### src/rtl/reg_bus_sequencer_pkg.sv
// Shared definitions for the operand-bus sequencer: FSM encoding and default widths.
package reg_bus_sequencer_pkg;

  localparam int DEFAULT_SEL_W = 3;

  typedef enum logic [1:0] {
    ST_IDLE  = 2'd0,
    ST_DRIVE = 2'd1,
    ST_LOAD  = 2'd2
  } state_t;

  // Index width for a pool of n requesters; a single requester still needs one bit.
  function automatic int ptr_width(input int n);
    return (n > 1) ? $clog2(n) : 1;
  endfunction

endpackage

### src/rtl/reg_bus_sequencer_rr_arbiter.sv
// Combinational round-robin arbiter: searches from rr_ptr+1 (mod NREQ) for the first valid request.
module rr_arbiter
  import reg_bus_sequencer_pkg::*;
#(
  parameter  int NREQ  = 2,
  localparam int PTR_W = ptr_width(NREQ)
) (
  input  logic [NREQ-1:0]  req_valid,
  input  logic [PTR_W-1:0] rr_ptr,
  output logic             grant_valid,
  output logic [PTR_W-1:0] grant_idx
);

  logic [PTR_W-1:0] w_idx;

  always_comb begin
    grant_valid = 1'b0;
    grant_idx   = '0;
    w_idx       = '0;
    for (int i = 1; i <= NREQ; i++) begin
      w_idx = PTR_W'((int'(rr_ptr) + i) % NREQ);
      if (!grant_valid && req_valid[w_idx]) begin
        grant_valid = 1'b1;
        grant_idx   = w_idx;
      end
    end
  end

endmodule

### src/rtl/reg_bus_sequencer.sv
// Operand-bus sequencer: round-robin register-to-register moves in fixed three-cycle slots.
// Optional transfer/reject counters are enabled by defining REG_BUS_XFER_COUNT_EN.
module reg_bus_sequencer
  import reg_bus_sequencer_pkg::*;
#(
  parameter  int NREG  = 4,
  parameter  int NREQ  = 2,
  parameter  int SEL_W = DEFAULT_SEL_W,
  localparam int PTR_W = ptr_width(NREQ)
) (
  input  logic                  clock,
  input  logic                  reset,
  input  logic [NREQ-1:0]       req_valid,
  input  logic [NREQ*SEL_W-1:0] req_src,
  input  logic [NREQ*SEL_W-1:0] req_dst,
  output logic [NREQ-1:0]       req_ack,
  output logic [NREQ-1:0]       req_err,
  output logic [NREQ-1:0]       xfer_done,
  output logic [NREG-1:0]       reg_oe,
  output logic [NREG-1:0]       reg_load,
  output logic                  busy
`ifdef REG_BUS_XFER_COUNT_EN
  ,
  output logic [7:0]            xfer_count,
  output logic [3:0]            err_count
`endif
);

  state_t           r_state, w_next_state;
  logic [PTR_W-1:0] r_rr_ptr, w_next_ptr;
  logic [PTR_W-1:0] r_winner, w_next_winner;
  logic [SEL_W-1:0] r_src, r_dst, w_next_src, w_next_dst;
  logic [SEL_W-1:0] w_req_src, w_req_dst;
  logic             w_grant_valid, w_reject;
  logic [PTR_W-1:0] w_grant_idx;
  logic [NREQ-1:0]  w_next_ack, w_next_err, w_next_done;
  logic [NREG-1:0]  w_next_oe, w_next_load;

  rr_arbiter #(.NREQ(NREQ)) u_arb (
    .req_valid  (req_valid),
    .rr_ptr     (r_rr_ptr),
    .grant_valid(w_grant_valid),
    .grant_idx  (w_grant_idx)
  );

  always_comb begin
    w_req_src = '0;
    w_req_dst = '0;
    for (int i = 0; i < NREQ; i++) begin
      if (w_grant_idx == PTR_W'(i)) begin
        w_req_src = req_src[i*SEL_W +: SEL_W];
        w_req_dst = req_dst[i*SEL_W +: SEL_W];
      end
    end
    w_reject = (w_req_src == w_req_dst) || (int'(w_req_src) >= NREG) ||
               (int'(w_req_dst) >= NREG);
  end

  // Outputs are computed one cycle ahead so every port leaves a flop.
  always_comb begin
    w_next_state  = r_state;
    w_next_ptr    = r_rr_ptr;
    w_next_winner = r_winner;
    w_next_src    = r_src;
    w_next_dst    = r_dst;
    w_next_ack    = '0;
    w_next_err    = '0;
    w_next_done   = '0;
    w_next_oe     = '0;
    w_next_load   = '0;
    case (r_state)
      ST_IDLE: begin
        if (w_grant_valid) begin
          w_next_ptr    = w_grant_idx;
          w_next_winner = w_grant_idx;
          if (w_reject) begin
            w_next_err = NREQ'(1) << w_grant_idx;
          end else begin
            w_next_state = ST_DRIVE;
            w_next_src   = w_req_src;
            w_next_dst   = w_req_dst;
            w_next_ack   = NREQ'(1) << w_grant_idx;
            w_next_oe    = NREG'(1) << w_req_src;
          end
        end
      end
      ST_DRIVE: begin
        w_next_state = ST_LOAD;
        w_next_oe    = NREG'(1) << r_src;
        w_next_load  = NREG'(1) << r_dst;
      end
      ST_LOAD: begin
        w_next_state = ST_IDLE;
        w_next_done  = NREQ'(1) << r_winner;
      end
      default: w_next_state = ST_IDLE;
    endcase
  end

  // Reset clears the bus strobes immediately so an interrupted move never completes.
  always_ff @(posedge clock or negedge reset) begin
    if (!reset) begin
      r_state   <= ST_IDLE;
      r_rr_ptr  <= PTR_W'(NREQ - 1);
      r_winner  <= '0;
      r_src     <= '0;
      r_dst     <= '0;
      req_ack   <= '0;
      req_err   <= '0;
      xfer_done <= '0;
      reg_oe    <= '0;
      reg_load  <= '0;
      busy      <= 1'b0;
    end else begin
      r_state   <= w_next_state;
      r_rr_ptr  <= w_next_ptr;
      r_winner  <= w_next_winner;
      r_src     <= w_next_src;
      r_dst     <= w_next_dst;
      req_ack   <= w_next_ack;
      req_err   <= w_next_err;
      xfer_done <= w_next_done;
      reg_oe    <= w_next_oe;
      reg_load  <= w_next_load;
      busy      <= (w_next_state != ST_IDLE);
    end
  end

`ifdef REG_BUS_XFER_COUNT_EN
  always_ff @(posedge clock or negedge reset) begin
    if (!reset) begin
      xfer_count <= '0;
      err_count  <= '0;
    end else begin
      if (|w_next_done) xfer_count <= xfer_count + 8'd1;
      if ((|w_next_err) && (err_count != 4'hF)) err_count <= err_count + 4'd1;
    end
  end
`endif

endmodule

### config.mk
export PLATFORM = sky130hd
export DESIGN_NAME = reg_bus_sequencer
export DESIGN_NICKNAME = d
export VERILOG_FILES = /design/src/rtl/reg_bus_sequencer_pkg.sv /design/src/rtl/reg_bus_sequencer_rr_arbiter.sv /design/src/rtl/reg_bus_sequencer.sv
export SDC_FILE = /design/constraint.sdc
export NUM_CORES = 1
export LEC_CHECK = 0
export ABC_AREA = 1
export BUFFER_PORTS_ARGS = -buffer_cell sky130_fd_sc_hd__buf_4
export CORE_MARGIN = 8
export CORE_UTILIZATION = 40
export DETAILED_ROUTE_END_ITERATION = 8
export GPL_ROUTABILITY_DRIVEN = 0
export HOLD_SLACK_MARGIN = 0.15
export PLACE_DENSITY = 0.73
export SLEW_MARGIN = 15
export SYNTH_ARGS = -nofsm -noshare
export SYNTH_HDL_FRONTEND = slang
export SYNTH_SLANG_ARGS = --single-unit
### constraint.sdc
create_clock -name clock -period 4.15 [get_ports clock]
set_input_delay 0.6225 -clock clock [delete_from_list [all_inputs] [get_ports clock]]
set_output_delay 0.6225 -clock clock [all_outputs]
set_load 0.01 [all_outputs]
==> results of run 1 <==
==> area by class of cell <==
class,count,area (um2)
tap,33,41.3
sequential,25,627
inverter,17,63.8
clock buffer,4,26.3
fill,286,1500
timing repair buffer,30,225
multi-input combinational,77,465
==> power by group <==
group,switching [mW],total [mW],leakage [nW],internal (mW)
clock network,0.0653,0.103,0.0150,0.0375
registers,0.0245,0.308,0.331,0.283
logic,0.0966,0.166,0.450,0.0691
==> registers in the layout, indices dropped and copies added (netlist names) <==
name,cells
r_src,3
r_state,2
reg_load,4
r_dst,3
req_err,2
r_winner,1
xfer_done,2
reg_oe,4
busy,1
req_ack,2
r_rr_ptr,1
==> cells in the final DEF (no fill, tap or decap) <==
cell type / Yosys / final
buf_4: 0 / 30
clkbuf_1: 0 / 1
clkbuf_4: 0 / 3
dfrtp_1: 24 / 24
dfstp_2: 1 / 1
inv_1: 17 / 17
nand2_1: 23 / 23
nand2_2: 14 / 14
nand2_4: 3 / 3
nand3_1: 5 / 5
nand3_4: 1 / 1
nand3b_1: 3 / 3
nand4_1: 1 / 1
nor2_1: 4 / 4
nor2_2: 1 / 1
nor3_1: 5 / 5
nor4_1: 4 / 4
o21ai_0: 2 / 2
o21ai_1: 1 / 1
o21ai_2: 3 / 3
o21bai_1: 2 / 2
o22ai_2: 2 / 2
o31ai_4: 1 / 1
or2_2: 2 / 2
==> how the worst max path moves through the flow <==
stage,end,depth (start not counted)
floorplan,r_src[0],12
global placement,r_src[1],11
detailed placement,r_src[1],11
CTS,r_src[1],10
global route,r_src[1],10
finish,r_src[1],10
==> worst register-to-register path, cell delays in order (launching register included) <==
cell	delay, ns
dfstp_2	0.58
nand2_4	0.09
nand2_4	0.17
nand2_1	0.07
nand2_1	0.13
nand2_1	0.08
nand2_2	0.06
nand2_2	0.07
nand3_4	0.17
inv_1	0.08
o21ai_1	0.12
==> metal layers <==
layer / track usage / routed length (um) / up-vias / part of all wire
met3: 0.0254 / 164 / 5 / 0.072
li1: - / - / 446 / -
met4: 0.0693 / 64 / 0 / 0.028
met1: 0.114 / 937 / 430 / 0.41
met5: 0 / 0 / - / 0
met2: 0.160 / 1110 / 36 / 0.49
==> Yosys cell counts, types with 3 or more instances <==
library cell	number	share of area
nand2_4	3	0.028
nor4_1	4	0.021
nor2_1	4	0.012
nand3b_1	3	0.019
nand3_1	5	0.021
nand2_2	14	0.073
nor3_1	5	0.021
nand2_1	23	0.072
o21ai_2	3	0.022
dfrtp_1	24	0.50
inv_1	17	0.053
==> cells by family (layout without fill, tap and decap cells) <==
group,after synthesis,in the layout
and+or+nand+nor,66,66
AOI/OAI and AO/OA,11,11
DFF,25,25
buffers and inverters,20,51
==> out/results.ini, run 1 <==
[critical_path]
end_kind = register
crit_buf_inv = 1
required_ns = 4.40
worst_path_max_delay_cell = dfstp_2
r2r-start = r_rr_ptr
path_class = reg2reg
rr_worst_depth = 10
arrival_ns = 1.93
crit_top_cell = nand2_1
r2r_setup_slack_ns = 2.47
rr_endpoint = r_src[1]
crit_path_start = r_rr_ptr
cp_cell_sequence = nand2_4 -> nand2_4 -> nand2_1 -> nand2_1 -> nand2_1 -> nand2_2 -> nand2_2 -> nand3_4 -> inv_1 -> o21ai_1
slowest_delay_ns = 0.58
crit_fanout = 13
cp_top_family = simple AND/OR/NAND/NOR gates
cp-start-kind = register

[logic_synthesis]
synth_cell_type_count = 24
synth-edff-count = 0
ys_warn_count = 0
synth_xor_area_frac = 0
synthesis.nets = 138
synth_seq_cells = 25
synth_ff_type = dfrtp_1
yosys.area_share.simple = 0.302
synth_compound_area_frac = 0.0853
synth-adder-area-share = 0
ys_seq_area_frac = 0.521
syn_area_per_cell_um2 = 9.86
ys_async_sr_fraction = 1.00
synth_area_um2 = 1200
muxShareOfSynthArea = 0
synth_top_family_by_area = simple AND/OR/NAND/NOR gates
synth_cells = 122

[sta]
finalSetupViolations = 0
fin_hold_ws_ns = 0.184
slew_viol_final = 0
finalCritPeriodShare = 0.406
max_freq_mhz = 594
relSlewSlack = 0.786
skew_ns = 0.00351
fin_crit_ns = 1.68
setup_ws_ns = 2.47
setup_tns_ns = 0
grt_setup_unrepaired = false
hold_viol = 0
tightest_slew_ns = 0.318

[cells_and_area]
final_cell_area_um2 = 1450
utilization = 0.491
drive_gt1_frac = 0.399
area_growth_pct = 20.5
n_antenna_cell = 0
nNetsFinal = 170
final_cells = 186

[routing]
routedWlPerCell_um = 12.3
firstDrtPassIters = 4
vias = 917
drc = 0
wl_um = 2280
vias_per_cell = 4.93
drt_iter0_markers = 40
ant_nets = 0

[clocking]
hold_buffers = 0
cts_setup_buffers = 0
clkTransAtPathRegs_ns = 0.12
post_cts_resized = 0
cts_tree = built
htree_levels = 1
insertion_delay_ns = 0.31
cts_root_buf = clkbuf_4
numCtsBuffers = 3
cts_max_path_buffers = 2
clkSinkCount = 25

[die]
core_area_um2 = 2950
io_pins = 31
initial_core_util = 0.407
die_h_um = 70.8
rows = 20
dieArea_um2 = 5020
fp.dieW_um = 70.8

[global_routing]
grt_overflow_total = 0
grt_pass1_vias = 917
grt_pass1_wl_um = 4040
antenna_found_initial = 0
grtUsageTotal = 0.0998
grt_max_degree = 26

[placement]
placed_cells = 182
hpwlAfterDp_um = 1900
dp_slack_ns = 2.21
dpl_cell_area_um2 = 1420
portBuffers = 30

[pwr]
max-vdd-ir-drop_v = 0.000111
leakage_nw = 0.796
p_per_area_nw_per_um2 = 398
p_total_mw = 0.576

[status]
status = finished, final reports clean

[job]
maxCapViolCount = 0

[min_path]
hold_class = in2async

(Power assumes the default switching activity.)
==> inputs of run 2 (changes only) <==
- clock period: 4.15 -> 1.72 ns (I/O delays scaled with it)
==> run 2 against run 1 <==
Effect of this change:
- combinational power grew to 2.6 times the previous value
- via count is 0.76% higher
- utilization is 2.3 points higher
- worst hold slack better by 0.078 ns
- global-route usage is 0.050 points higher
- critical path type unchanged
==> out/results.ini, run 2 (synthesized netlist as in run 1, its figures left out) <==
[critical_path]
path_class = reg2reg  ; unchanged
crit_fanout = 11  ; was 13
required_ns = 1.93  ; was 4.40 ns
end_kind = register  ; unchanged
arrival_ns = 1.82  ; was 1.93 ns
cp-start-kind = register  ; unchanged

[cells_and_area]
layout_commonest_cell = buf_4  ; unchanged
n_antenna_cell = 0  ; unchanged
drive_gt1_frac = 0.419  ; was 0.399
fillers = 285  ; was 286
reg.largest.list = reg_load x4, reg_oe x4  ; unchanged
utilization = 0.514  ; was 0.491
final_cell_area_um2 = 1520  ; was 1450 um2
nNetsFinal = 177  ; was 170
area_growth_pct = 26.1  ; was 20.5%
final_cells = 193  ; was 186
mostFrequentLayoutCells = 35 x buf_4, 24 x dfrtp_1, 23 x nand2_1  ; was 30 x buf_4, 24 x dfrtp_1, 23 x nand2_1

[die]
fp.dieW_um = 70.8  ; unchanged
initial_core_util = 0.407  ; unchanged
io_pins = 31  ; unchanged
rows = 20  ; unchanged
die_h_um = 70.8  ; unchanged
core_area_um2 = 2950  ; unchanged
dieArea_um2 = 5020  ; unchanged

[global_routing]
grt_overflow_total = 0  ; unchanged
grtUsageTotal = 0.100  ; was 0.0998
grt_pass1_wl_um = 4090  ; was 4040 um
antenna_found_initial = 0  ; unchanged
grt_pass1_vias = 903  ; was 917
grt_max_degree = 26  ; unchanged

[routing]
ant_nets = 0  ; unchanged
drt_iter0_markers = 53  ; was 40
vias = 924  ; was 917
firstDrtPassIters = 4  ; unchanged
routedWlPerCell_um = 12.5  ; was 12.3 um
drc = 0  ; unchanged
vias_per_cell = 4.79  ; was 4.93
wl_um = 2410  ; was 2280 um

[pwr]
max-vdd-ir-drop_v = 0.000315  ; was 0.000111 V
intPower_mw = 0.965  ; was 0.390 mW
leakage_nw = 0.833  ; was 0.796 nW
p_per_area_nw_per_um2 = 941  ; was 398 nW/um2
comb_power_share = 0.303  ; was 0.288
p_switching_mw = 0.462  ; was 0.186 mW
seqPwrFrac = 0.518  ; was 0.534
p_sw_frac = 0.324  ; about the same
p_total_mw = 1.43  ; was 0.576 mW
p_clk_frac = 0.179  ; was 0.178

[sta]
slew_viol_final = 0  ; unchanged
max_freq_mhz = 619  ; was 594 MHz
finalSetupViolations = 0  ; unchanged
finalCritPeriodShare = 0.939  ; was 0.406
fin_crit_ns = 1.61  ; was 1.68 ns
relSlewSlack = 0.795  ; was 0.786
tightest_slew_ns = 0.308  ; was 0.318 ns
hold_viol = 0  ; unchanged
skew_ns = 0.00195  ; was 0.00351 ns

[clocking]
cts_tree = built  ; unchanged
htree_levels = 1  ; unchanged
cts_max_path_buffers = 2  ; unchanged
numCtsBuffers = 3  ; unchanged
clkSinkCount = 25  ; unchanged
cts_root_buf = clkbuf_4  ; unchanged
insertion_delay_ns = 0.31  ; about the same
clkTransAtPathRegs_ns = 0.13  ; was 0.12 ns

[job]
maxCapViolCount = 0  ; unchanged

[placement]
placed_cells = 183  ; was 182
hpwlAfterDp_um = 1930  ; was 1900 um
portBuffers = 30  ; unchanged
dpl_cell_area_um2 = 1430  ; was 1420 um2

[min_path]
hold_class = in2reg  ; was in2async

[status]
status = finished, final reports clean  ; unchanged

run 2: cell types whose count changed in the layout (fill, tap and decap cells not counted):
cell           before  now
buf_4              30   35
buf_12              0    1
dlygate4sd3_1       0    1
run 2: area by class of cell:
class / instances / area (um2) / area share
Inverter: 17 / 63.8 / 0.0421
Tap cell: 33 / 41.3 / 0.0272
Timing Repair Buffer: 37 / 293 / 0.193
Clock buffer: 4 / 26.3 / 0.0173
Sequential cell: 25 / 627 / 0.413
Multi-Input combinational cell: 77 / 465 / 0.307
run 2: worst max-delay path, cell delays in order (launching register included):
cell	delay, ns
dfstp_2	0.58
nand2_4	0.09
nand2_4	0.17
nand2_2	0.06
nand2_1	0.09
nand2_1	0.06
nand2_1	0.07
nand2_2	0.08
nand3_4	0.12
buf_4	0.14
nand2_1	0.05
run 2: layer usage:
metal	wire length [um]	share of wire	up-vias	GRT usage
met4	43	0.018	0	0.0485
met1	1060	0.44	419	0.119
met3	177	0.074	4	0.0268
met2	1130	0.47	39	0.164
met5	0	0	-	0
li1	-	-	462	-
run 2: power groups by stage:
| stage | clock network (mW) | registers [mW] | logic [mW] |
|---|---|---|---|
| 2_1_floorplan | 0 | 0.760 | 0.266 |
| 3_3_place_gp | 0 | 0.746 | 0.396 |
| 3_5_place_dp | 0 | 0.753 | 0.411 |
| 4_1_cts | 0.260 | 0.741 | 0.415 |
| 5_1_grt | 0.287 | 0.751 | 0.480 |
| 6_report | 0.256 | 0.739 | 0.432 |
run 2: worst paths after layout:
kind | from | endpoint | slack, ns | cells past startpoint
max | r_rr_ptr | busy | 0.11 | 10
min | req_src[0] | reg_oe[2] | 0.26 | 4
max reg2reg | r_rr_ptr | busy | 0.11 | 10
min reg2reg | r_winner | xfer_done[0] | 0.44 | 1
max in group asynchronous | reset | r_rr_ptr | 1.07 | 2
min in group asynchronous | reset | xfer_done[0] | 0.36 | 2
run 2: timing repair:
item                                   4_1_cts  5_1_grt
resized for setup                            0        0
endpoints found under the hold margin       25        0
buffers inserted                             0        5
hold buffers                                 1        0
setup endpoints to repair                    0        2
run 2: stage by stage:
step	hold WS, ns	TNS [ns]	setup WS, ns
5_1_grt	0.283	-0.00629	-0.00629
6_report	0.263	0	0.105
3_3_place_gp	0.170	0	0.172
2_1_floorplan	-0.0376	0	0.226
4_1_cts	0.270	0	0.0490
3_5_place_dp	0.175	0	0.0956
==> inputs of run 3 (changes only) <==
- ABC_AREA: 1 -> 0
- PLACE_DENSITY: 0.73 -> 0.77
- clock period: 1.72 -> 1.4 ns (I/O delays scaled with it)
==> run 3 against run 2 <==
Effect of this change:
- the flow now finishes with violations (setup timing)
- fmax grew 6.4%
- register-to-register slack got worse by 0.22 ns
- via count fell by 11%
- critical endpoint is now r_dst[1]
- largest power group unchanged
- highest routed layer unchanged
==> out/results.ini, run 3 <==
[sta]
setup_tns_ns = -0.730  ; was 0 ns
finalCritPeriodShare = 1.08  ; was 0.939
hold_viol = 0  ; unchanged
skew_ns = 0.00790  ; was 0.00195 ns
fin_crit_ns = 1.52  ; was 1.61 ns
setup_ws_ns = -0.118  ; was 0.105 ns
grt_setup_unrepaired = true
slew_viol_final = 0  ; unchanged
max_freq_mhz = 659  ; was 619 MHz
finalSetupViolations = 8  ; was 0
relSlewSlack = 0.803  ; was 0.795
tightest_slew_ns = 0.296  ; was 0.308 ns
fin_hold_ws_ns = 0.185  ; was 0.263 ns

[global_routing]
grt_overflow_total = 0  ; unchanged
grt_max_degree = 26  ; unchanged
grtUsageTotal = 0.114  ; was 0.100
antenna_found_initial = 0  ; unchanged
grt_pass1_wl_um = 3970  ; was 4090 um
grt_pass1_vias = 869  ; was 903

[status]
violations = setup timing
status = finished, violations left  ; was finished, final reports clean

[logic_synthesis]
synth_top_area_share = 0.573  ; was 0.499
synth_ff_type = dfrtp_1  ; unchanged
ys_seq_area_frac = 0.598  ; was 0.521
synth_cell_type_count = 29  ; was 24
syn_area_per_cell_um2 = 12.3  ; was 9.86 um2
synth.most_common_cell = dfrtp_1  ; unchanged
ys_warn_count = 0  ; unchanged
synth-edff-count = 0  ; unchanged
synth_cells = 85  ; was 122
synth_commonest_cells = 24 x dfrtp_1, 15 x nand2_1, 7 x nor2_1  ; was 24 x dfrtp_1, 23 x nand2_1, 17 x inv_1
synth_area_leaders = dfrtp_1 57%, nand2_1 5.4%, xor2_1 3.3%, mux2i_1 2.9%, mux2_4 2.9%  ; was dfrtp_1 50%, nand2_2 7.3%, nand2_1 7.2%, inv_1 5.3%, nand2_4 2.8%
ys_async_sr_fraction = 1.00  ; unchanged
synth_area_um2 = 1050  ; was 1200 um2
synth_area_leader_cell = dfrtp_1  ; unchanged
synthesis.nets = 101  ; was 138
synth_seq_cells = 25  ; unchanged

[cells_and_area]
nNetsFinal = 153  ; was 177
layout_commonest_cell = buf_4  ; unchanged
final_cell_area_um2 = 1530  ; was 1520 um2
mostFrequentLayoutCells = 44 x buf_4, 24 x dfrtp_1, 15 x nand2_1  ; was 35 x buf_4, 24 x dfrtp_1, 23 x nand2_1
reg.largest.list = reg_load x4, reg_oe x4  ; unchanged
n_antenna_cell = 0  ; unchanged
area_growth_pct = 45.9  ; was 26.1%
fillers = 207  ; was 285
multi_input_area_um2 = 452  ; was 465 um2
utilization = 0.618  ; was 0.514
drive_gt1_frac = 0.500  ; was 0.419
final_cells = 166  ; was 193
regArea_um2 = 627  ; unchanged

[min_path]
hold_path_end = r_rr_ptr  ; was reg_oe[2]
hold_start = req_valid[1]  ; was req_src[0]
hold_path_depth = 3  ; was 4
hold_class = in2reg  ; unchanged

[critical_path]
cp_top_family = flip-flops  ; was simple AND/OR/NAND/NOR gates
cp_cell_sequence = a21bo_4 -> o211ai_4 -> a21o_4 -> inv_8 -> mux2_4  ; was nand2_4 -> nand2_4 -> nand2_2 -> nand2_1 -> nand2_1 -> nand2_1 -> nand2_2 -> nand3_4 -> buf_4 -> nand2_1
end_kind = register  ; unchanged
rr_worst_depth = 5  ; was 10
cp-start-kind = register  ; unchanged
slowest_delay_ns = 0.59  ; was 0.58 ns
worst_path_max_delay_cell = dfstp_2  ; unchanged
r2r-start = r_rr_ptr  ; unchanged
required_ns = 1.63  ; was 1.93 ns
rr_endpoint = r_dst[1]  ; was busy
r2r_setup_slack_ns = -0.12  ; was 0.11 ns
crit_buf_inv = 1  ; unchanged
arrival_ns = 1.74  ; was 1.82 ns
path_class = reg2reg  ; unchanged
crit_fanout = 5  ; was 11

[die]
io_pins = 31  ; unchanged
dieArea_um2 = 4520  ; was 5020 um2
core_area_um2 = 2480  ; was 2950 um2
die_h_um = 67.2  ; was 70.8 um
initial_core_util = 0.423  ; was 0.407
fp.dieW_um = 67.2  ; was 70.8 um
rows = 18  ; was 20

[routing]
vias_per_cell = 4.96  ; was 4.79
vias = 823  ; was 924
wl_um = 2480  ; was 2410 um
drc = 0  ; unchanged
ant_nets = 0  ; unchanged
firstDrtPassIters = 4  ; unchanged
routedWlPerCell_um = 15.0  ; was 12.5 um
drt_iter0_markers = 22  ; was 53

[placement]
hpwlAfterDp_um = 1910  ; was 1930 um
dpl_cell_area_um2 = 1420  ; was 1430 um2
dp_slack_ns = -0.145  ; was 0.0956 ns
placed_cells = 158  ; was 183
portBuffers = 30  ; unchanged

[pwr]
p_per_area_nw_per_um2 = 1200  ; was 941 nW/um2
leakage_nw = 0.799  ; was 0.833 nW
max-vdd-ir-drop_v = 0.000780  ; was 0.000315 V
p_total_mw = 1.84  ; was 1.43 mW

[clocking]
clkTransAtPathRegs_ns = 0.14  ; was 0.13 ns
insertion_delay_ns = 0.32  ; was 0.31 ns
cts_tree = built  ; unchanged
cts_root_buf = clkbuf_4  ; unchanged
cts_max_path_buffers = 2  ; unchanged
clkSinkCount = 25  ; unchanged
htree_levels = 1  ; unchanged
numCtsBuffers = 3  ; unchanged

[job]
maxCapViolCount = 0  ; unchanged

==> run 3: cell count changes after synthesis, sizes merged, moves of 4 or more <==
cell	previous run	this run
nand3	6	0
nor3	5	1
xor2	0	4
nand2	40	15
inv	17	4
o21ai	6	1
==> run 3: worst register-to-register path, stage by stage (launching register included) <==
cell	delay (ns)
dfstp_2	0.59
a21bo_4	0.15
o211ai_4	0.07
a21o_4	0.25
inv_8	0.07
mux2_4	0.29
==> run 3: how the worst max path moves through the flow <==
stage / cells past startpoint / end / startpoint
after floorplan: 5 / r_dst[0] / r_rr_ptr
after global placement: 4 / reg_oe[2] / r_rr_ptr
after detailed placement: 4 / reg_oe[2] / r_rr_ptr
after CTS: 5 / r_dst[1] / r_rr_ptr
after global routing: 6 / r_src[1] / r_rr_ptr
final: 5 / r_dst[1] / r_rr_ptr
==> run 3: what timing repair did <==
item | 4_1_cts | 5_1_grt
pin swaps | 2 | 4
endpoints found under the setup margin | 10 | 11
resized for setup | 2 | 8
buffers inserted | 2 | 0
hold buffers | 2 | 0
endpoints found under the hold margin | 26 | 0
==> run 3: kinds of logic (layout without fill, tap and decap cells) <==
family,Yosys count,after routing,share of synthesized area
compound gates,13,13,0.132
xor+xnor,4,4,0.0334
buf+inv,4,55,0.0215
flops,25,25,0.598
mux,5,5,0.0573
simple gates,34,34,0.158
==> run 3: cell type report <==
class | instances | area share
flip-flops and latches | 25 | 0.410
multi-input cells | 56 | 0.295
repair buffers | 47 | 0.236
well taps | 30 | 0.0245
clock buffers | 3 | 0.0147
inverters | 4 | 0.0147
clock inverters | 1 | 0.00491
==> run 3: layer usage <==
layer	wire, um	up-vias	track usage
li1	-	395	-
met1	1080	407	0.136
met2	1260	19	0.195
met3	104	2	0.0166
met4	30	0	0.0627
met5	0	-	0
==> run 3: report_power, final <==
group | switching [mW] | total (mW) | internal [mW]
registers | 0.0949 | 0.950 | 0.855
logic | 0.262 | 0.565 | 0.303
clock network | 0.217 | 0.326 | 0.109
total | 0.574 | 1.84 | 1.27
